## config.mk

```make
export PLATFORM = sky130hd
export DESIGN_NAME = codec_write_scheduler_flat
export DESIGN_NICKNAME = d
export VERILOG_FILES = /design/src/rtl/codec_write_scheduler_pkg.sv /design/src/rtl/codec_write_scheduler_if.sv /design/src/rtl/codec_init_rom.sv /design/src/rtl/codec_write_scheduler.sv /design/src/flat_wrapper.sv
export SDC_FILE = /design/constraint.sdc
export NUM_CORES = 1
export LEC_CHECK = 0
export CAP_MARGIN = 10
export CORE_MARGIN = 3
export CORE_UTILIZATION = 47
export DETAILED_ROUTE_END_ITERATION = 8
export MAX_ROUTING_LAYER = met4
export PLACE_DENSITY = 0.9
export SYNTH_ARGS = -nofsm -noshare
export SYNTH_HDL_FRONTEND = slang
export SYNTH_SLANG_ARGS = --single-unit
```

## constraint.sdc

```tcl
create_clock -name inClock -period 2.1 [get_ports inClock]
set_input_delay 0.42 -clock inClock [delete_from_list [all_inputs] [get_ports inClock]]
set_output_delay 0.42 -clock inClock [all_outputs]
set_load 0.05 [all_outputs]
```

## src/rtl/codec_write_scheduler_pkg.sv

```systemverilog
// rtl/codec_write_scheduler_pkg.sv - shared constants, register map and FSM encoding for the codec write scheduler
package codec_write_scheduler_pkg;

    localparam logic [7:0] DEVICE_ADDR = 8'h34;
    localparam int         INIT_COUNT  = 6;
    localparam int         MAX_RETRY   = 3;

    localparam logic [6:0] REG_LIN_VOL   = 7'h00;
    localparam logic [6:0] REG_RIN_VOL   = 7'h01;
    localparam logic [6:0] REG_LHP_VOL   = 7'h03;
    localparam logic [6:0] REG_AN_PATH   = 7'h04;
    localparam logic [6:0] REG_DIG_PATH  = 7'h05;
    localparam logic [6:0] REG_POWER     = 7'h06;
    localparam logic [6:0] REG_DIG_FMT   = 7'h07;
    localparam logic [6:0] REG_ACTIVE    = 7'h09;

    typedef enum logic [1:0] {
        ST_IDLE  = 2'd0,
        ST_ISSUE = 2'd1,
        ST_WAIT  = 2'd2,
        ST_EVAL  = 2'd3
    } state_t;

    function automatic logic [15:0] reg_entry(input logic [6:0] addr, input logic [8:0] val);
        return {addr, val};
    endfunction

endpackage

```

## src/rtl/codec_write_scheduler_if.sv

```systemverilog
// rtl/codec_write_scheduler_if.sv - runtime request and I2C engine handshake bundle
interface codec_write_scheduler_if;
    logic        rtValid;
    logic [6:0]  rtReg;
    logic [8:0]  rtVal;
    logic        rtReady;
    logic        i2cStart;
    logic [23:0] i2cData;
    logic        i2cDone;
    logic        i2cAck;

    modport master (
        input  rtValid, rtReg, rtVal, i2cDone, i2cAck,
        output rtReady, i2cStart, i2cData
    );

    modport slave (
        output rtValid, rtReg, rtVal, i2cDone, i2cAck,
        input  rtReady, i2cStart, i2cData
    );
endinterface

```

## src/rtl/codec_init_rom.sv

```systemverilog
// rtl/codec_init_rom.sv - boot-time codec register table, idx -> {reg, val}
module codec_init_rom
    import codec_write_scheduler_pkg::*;
(
    input  logic [3:0]  idx,
    output logic [15:0] entry
);

    always_comb begin
        entry = '0;
        case (idx)
            4'd0:    entry = reg_entry(REG_AN_PATH, 9'h004);
            4'd1:    entry = reg_entry(REG_DIG_FMT, 9'h042);
            4'd2:    entry = reg_entry(REG_ACTIVE,  9'h001);
            4'd3:    entry = reg_entry(REG_POWER,   9'h039);
            4'd4:    entry = reg_entry(REG_LIN_VOL, 9'h017);
            4'd5:    entry = reg_entry(REG_RIN_VOL, 9'h017);
            default: entry = '0;
        endcase
    end

endmodule

```

## src/rtl/codec_write_scheduler.sv

```systemverilog
// rtl/codec_write_scheduler.sv - replays the init table, then serialises runtime codec writes with NACK retry
module codec_write_scheduler #(
    parameter logic [7:0] DEVICE_ADDR = codec_write_scheduler_pkg::DEVICE_ADDR,
    parameter int         INIT_COUNT  = codec_write_scheduler_pkg::INIT_COUNT,
    parameter int         MAX_RETRY   = codec_write_scheduler_pkg::MAX_RETRY
) (
    input  logic                           inClock,
    input  logic                           reset,
    codec_write_scheduler_if.master        bus,
    output logic                           initDone,
    output logic                           busy,
    output logic                           errorFlag,
    output logic [3:0]                     nackCount
);
    import codec_write_scheduler_pkg::*;

    state_t      state_q;
    logic [3:0]  init_idx_q;
    logic [2:0]  retry_q;
    logic        start_q;
    logic [23:0] word_q;
    logic        ack_q;
    logic        init_done_q;
    logic        error_q;
    logic [3:0]  nack_q;
    logic [15:0] rom_entry;
    logic        advance;

    codec_init_rom u_rom (
        .idx   (init_idx_q),
        .entry (rom_entry)
    );

    // A word is finished (sent or dropped) when EVAL sees an ACK or retries are exhausted
    assign advance = (state_q == ST_EVAL) && (ack_q || (retry_q >= 3'(MAX_RETRY)));

    assign bus.rtReady  = (state_q == ST_IDLE) && init_done_q && reset;
    assign bus.i2cStart = start_q;
    assign bus.i2cData  = word_q;
    assign initDone     = init_done_q;
    assign busy         = (state_q != ST_IDLE);
    assign errorFlag    = error_q;
    assign nackCount    = nack_q;

    always_ff @(posedge inClock or negedge reset) begin
        if (!reset) begin
            state_q     <= ST_IDLE;
            init_idx_q  <= '0;
            retry_q     <= '0;
            start_q     <= 1'b0;
            word_q      <= '0;
            ack_q       <= 1'b0;
            init_done_q <= 1'b0;
            error_q     <= 1'b0;
            nack_q      <= '0;
        end else begin
            start_q <= 1'b0;
            case (state_q)
                ST_IDLE: begin
                    if (!init_done_q) begin
                        word_q  <= {DEVICE_ADDR, rom_entry};
                        start_q <= 1'b1;
                        state_q <= ST_ISSUE;
                    end else if (bus.rtValid) begin
                        word_q  <= {DEVICE_ADDR, bus.rtReg, bus.rtVal};
                        start_q <= 1'b1;
                        state_q <= ST_ISSUE;
                    end
                end
                ST_ISSUE: state_q <= ST_WAIT;
                ST_WAIT: begin
                    if (bus.i2cDone) begin
                        ack_q   <= bus.i2cAck;
                        state_q <= ST_EVAL;
                    end
                end
                ST_EVAL: begin
                    if (ack_q) begin
                        retry_q <= '0;
                        state_q <= ST_IDLE;
                    end else begin
                        if (nack_q != 4'hF) nack_q <= nack_q + 4'd1;
                        if (retry_q < 3'(MAX_RETRY)) begin
                            retry_q <= retry_q + 3'd1;
                            start_q <= 1'b1;
                            state_q <= ST_ISSUE;
                        end else begin
                            error_q <= 1'b1;
                            retry_q <= '0;
                            state_q <= ST_IDLE;
                        end
                    end
                end
                default: state_q <= ST_IDLE;
            endcase

            // Runtime words leave the init counters untouched
            if (advance && !init_done_q) begin
                init_idx_q <= init_idx_q + 4'd1;
                if (init_idx_q == 4'(INIT_COUNT - 1)) init_done_q <= 1'b1;
            end
        end
    end

endmodule

```

## src/flat_wrapper.sv

```systemverilog
// flat-port wrapper written by rule: the top's interface ports become plain ports
module codec_write_scheduler_flat import codec_write_scheduler_pkg::*;
#(
    parameter logic [7:0] DEVICE_ADDR = codec_write_scheduler_pkg::DEVICE_ADDR,
    parameter int         INIT_COUNT  = codec_write_scheduler_pkg::INIT_COUNT,
    parameter int         MAX_RETRY   = codec_write_scheduler_pkg::MAX_RETRY
)
  (inClock, reset, initDone, busy, errorFlag, nackCount, bus_rtValid, bus_rtReg, bus_rtVal, bus_i2cDone, bus_i2cAck, bus_rtReady, bus_i2cStart, bus_i2cData);
  codec_write_scheduler_if bus_i ();
  input  logic inClock;
  input  logic reset;
  output logic initDone;
  output logic busy;
  output logic errorFlag;
  output logic [3:0] nackCount;
  input wire logic [$bits(bus_i.rtValid)-1:0] bus_rtValid;
  input wire logic [$bits(bus_i.rtReg)-1:0] bus_rtReg;
  input wire logic [$bits(bus_i.rtVal)-1:0] bus_rtVal;
  input wire logic [$bits(bus_i.i2cDone)-1:0] bus_i2cDone;
  input wire logic [$bits(bus_i.i2cAck)-1:0] bus_i2cAck;
  output wire logic [$bits(bus_i.rtReady)-1:0] bus_rtReady;
  output wire logic [$bits(bus_i.i2cStart)-1:0] bus_i2cStart;
  output wire logic [$bits(bus_i.i2cData)-1:0] bus_i2cData;
  assign bus_i.rtValid = bus_rtValid;
  assign bus_i.rtReg = bus_rtReg;
  assign bus_i.rtVal = bus_rtVal;
  assign bus_i.i2cDone = bus_i2cDone;
  assign bus_i.i2cAck = bus_i2cAck;
  assign bus_rtReady = bus_i.rtReady;
  assign bus_i2cStart = bus_i.i2cStart;
  assign bus_i2cData = bus_i.i2cData;
  codec_write_scheduler #(.DEVICE_ADDR(DEVICE_ADDR), .INIT_COUNT(INIT_COUNT), .MAX_RETRY(MAX_RETRY)) u_core (.inClock(inClock), .reset(reset), .bus(bus_i), .initDone(initDone), .busy(busy), .errorFlag(errorFlag), .nackCount(nackCount));
endmodule
```

==> reports/metrics.cfg, run 1 <==
[cells_and_area]
drive_above_1_share=0.133
num_antenna_cells=0
final_net_count=257
area_growth_pct=33.5
final_cells=274

[worst_setup_path]
cp_cell_sequence=inv_1 > ha_2 > and3_1 > buf_12
reg2reg_to=u_core.init_idx_q[1]$_DFFE_PN0P_
arrival_ns=1.53
worst_setup_path_start_kind=flip-flop
ff2ff_path_depth=5
slowest_delay_ns=0.41
crit_path_end_kind=output port
critPathKind=reg -> out
crit_fanout=10
critPathRequiredTime_ns=1.68
reg2reg_slack_ns=0.27
r2r_start=u_core.retry_q[0]$_DFFE_PN0N_
crit_slowest_cell=dfrtp_1

[sta]
rsz0062_at_grt=no
setup_viol=0
max_slew.worst_pin.slew_ns=0.580
report.final.hold_viol_count=0
max_freq_mhz=513
relSlewSlack=0.613
whs_ns=0.481
period_share=0.929
fin_crit_ns=1.95
setup_ws_ns=0.150
setup_tns_ns=0
fin_skew_ns=0.00369
final-max-slew-violation-count=0

[pwr]
leakage_nw=1.07
p_per_area_nw_per_um2=1770
power_mw=4.34
peakVddDrop_mv=0.862
p_seq_frac=0.293
power.share.clock=0.116
p_sw_frac=0.480
intPower_mw=2.26
comb_power_share=0.591
p_sw_mw=2.08

[die]
die_y_um=68.5
num_rows=22
pin_count=54
core_um2=3720
dieArea_um2=4690
die_w_um=68.5
initial_core_util=0.494

[flow_run]
maxCapViolations=0

[cts]
cts_tree=done
cts_root_buf=clkbuf_8
clock-sinks=34
path_clk_slew_ns=0.07
htree_levels=2
clock_path_buffers=2
clk_latency_ns=0.29
cts_buffers=5

[synthesis]
avgSynthCellArea_um2=10.5
yosys.area.top_type_share=0.463
ys_warn_count=0
ys_top_cells_by_area=dfrtp_1 46%, ha_1 7.5%, a22o_1 4.3%, mux2_4 3.3%, buf_4 2.9%
yosys-top-cells-count=34 x dfrtp_1, 13 x inv_1, 12 x nand2_1, 11 x ha_1
syn-cell-area_um2=1840
async_flop_share=1.00
synthMostInstantiatedCell=dfrtp_1
synth-edff-count=0
seq_area_frac_synth=0.463
netlist_instances=175
synth_seq_cells=34
post-synth-top-area-cell=dfrtp_1
synth_flop_cell=dfrtp_1
ys_types=40

[hold_path]
hold_path_class=reg -> reg
hold_path_depth=1
worstHoldStart=u_core.errorFlag$_DFFE_PN0P_
min_to=u_core.errorFlag$_DFFE_PN0P_

[drt]
postRouteAntennaNets=0
routed_wire_length_per_instance_um=14.3
first_iter_violations=114
vias=1440
vias_per_cell=5.26
drc_errors=0
first_pass_iters=4
wl_mm=3.92

[grt]
antenna_found_initial=0
grt_max_degree=35
gr-total-overflow=0
grt_pass1_wl_mm=6.31
grt_pass1_vias=1334
grt_use_total=0.187

[placement]
gp_congestion=0.766
hpwlAfterDp_mm=2.84
portBuffers=48
dp_cells=266
place_ws_ns=0.266

[outcome]
status=finished, final reports clean

[logic make-up after synthesis]
| kind of cell | count (synthesis) | share of synthesized area |
|---|---|---|
| XOR/XNOR | 6 | 0.0286 |
| flip-flops | 34 | 0.463 |
| AND/OR/NAND/NOR | 41 | 0.119 |
| multiplexers | 8 | 0.0565 |
| adder cells (fa/ha/maj) | 11 | 0.0749 |
| other | 1 | 0.00204 |
| AO/OA/AOI/OAI | 46 | 0.176 |
| buffers and inverters | 28 | 0.0790 |
[metrics by stage]
stage,util,cell area [µm²]
global route,0.660,2450
finish,0.660,2450
global placement,0.635,2360
CTS,0.659,2450
floorplan,-,1850
detailed placement,0.635,2360
[power groups by stage]
stage | Sequential [mW] | Clock, mW | Combinational [mW]
finish | 1.27 | 0.504 | 2.56
global route | 1.32 | 0.544 | 2.77
floorplan | 1.88 | 0 | 1.19
global placement | 1.27 | 0 | 2.51
detailed placement | 1.28 | 0 | 2.55
CTS | 1.27 | 0.518 | 2.56
[layout by cell type, fill, tap and decap left out, drive strengths merged, types with 9 or more instances in the layout]
cell           synthesis  routed
nand2                 12      12
nand3                 10      10
buf                   13       9
a21oi                 10      10
dfrtp                 34      34
clkdlybuf4s50          0      45
ha                    11      11
inv                   13      13
a22o                   9       9
[sequential cells by signal, indices dropped and copies added, names as in the netlist]
name / flops
u_core.retry_q: 3
u_core.errorFlag: 1
u_core.nackCount: 4
u_core.bus.i2cStart: 1
u_core.bus.i2cData: 17
u_core.state_q: 2
u_core.initDone: 1
u_core.ack_q: 1
u_core.init_idx_q: 4
[per-layer routing]
| layer | track usage | up-vias | part of all wire |
|---|---|---|---|
| met5 | - | - | 0 |
| met4 | 0.0447 | 0 | 0.011 |
| met3 | 0.0600 | 5 | 0.061 |
| met2 | 0.271 | 41 | 0.47 |
| met1 | 0.255 | 692 | 0.46 |
| li1 | - | 702 | - |
[what timing repair did]
| item | 4_1_cts | 5_1_grt |
|---|---|---|
| gates resized for setup | 0 | 1 |
| setup buffers | 0 | 0 |
| setup endpoints to repair | 0 | 2 |
| hold buffers | 0 | 0 |
[critical path, delay by kind of cell, from the launching register on]
family | cells | cell delay [ns]
flops | 1 | 0.41
buf+inv | 2 | 0.29
fa+ha+maj | 1 | 0.31
simple gates | 1 | 0.23
[worst max-delay path by stage]
stage                     slack (ns)                          start                               end
final                           0.15  u_core.state_q[0]$_DFFE_PN0P_                       bus_rtReady
after global routing            0.06  u_core.state_q[0]$_DFFE_PN0P_                              busy
after CTS                       0.03  u_core.state_q[0]$_DFFE_PN0P_                              busy
after detailed placement        0.27  u_core.retry_q[0]$_DFFE_PN0N_  u_core.init_idx_q[1]$_DFFE_PN0P_
after global placement          0.30  u_core.retry_q[0]$_DFFE_PN0N_  u_core.init_idx_q[1]$_DFFE_PN0P_
after floorplan                 0.07    u_core.initDone$_DFFE_PN0P_                       bus_rtReady
[area by class of cell]
class	instances	area, µm²
clock inverters	1	5.00
fillers	296	1260
clock buffers	7	86.3
flip-flops and latches	34	851
multi-input cells	117	858
well taps	48	60.1
inverters	13	48.8
repair buffers	54	543
(Power assumes the default switching activity.)
==> run 2: changes to the inputs <==
Settings changed: SKIP_CTS_REPAIR_TIMING from default to 1.
==> results of run 2 <==
No change in the layout: final DEF, timing and power equal those of run 1.
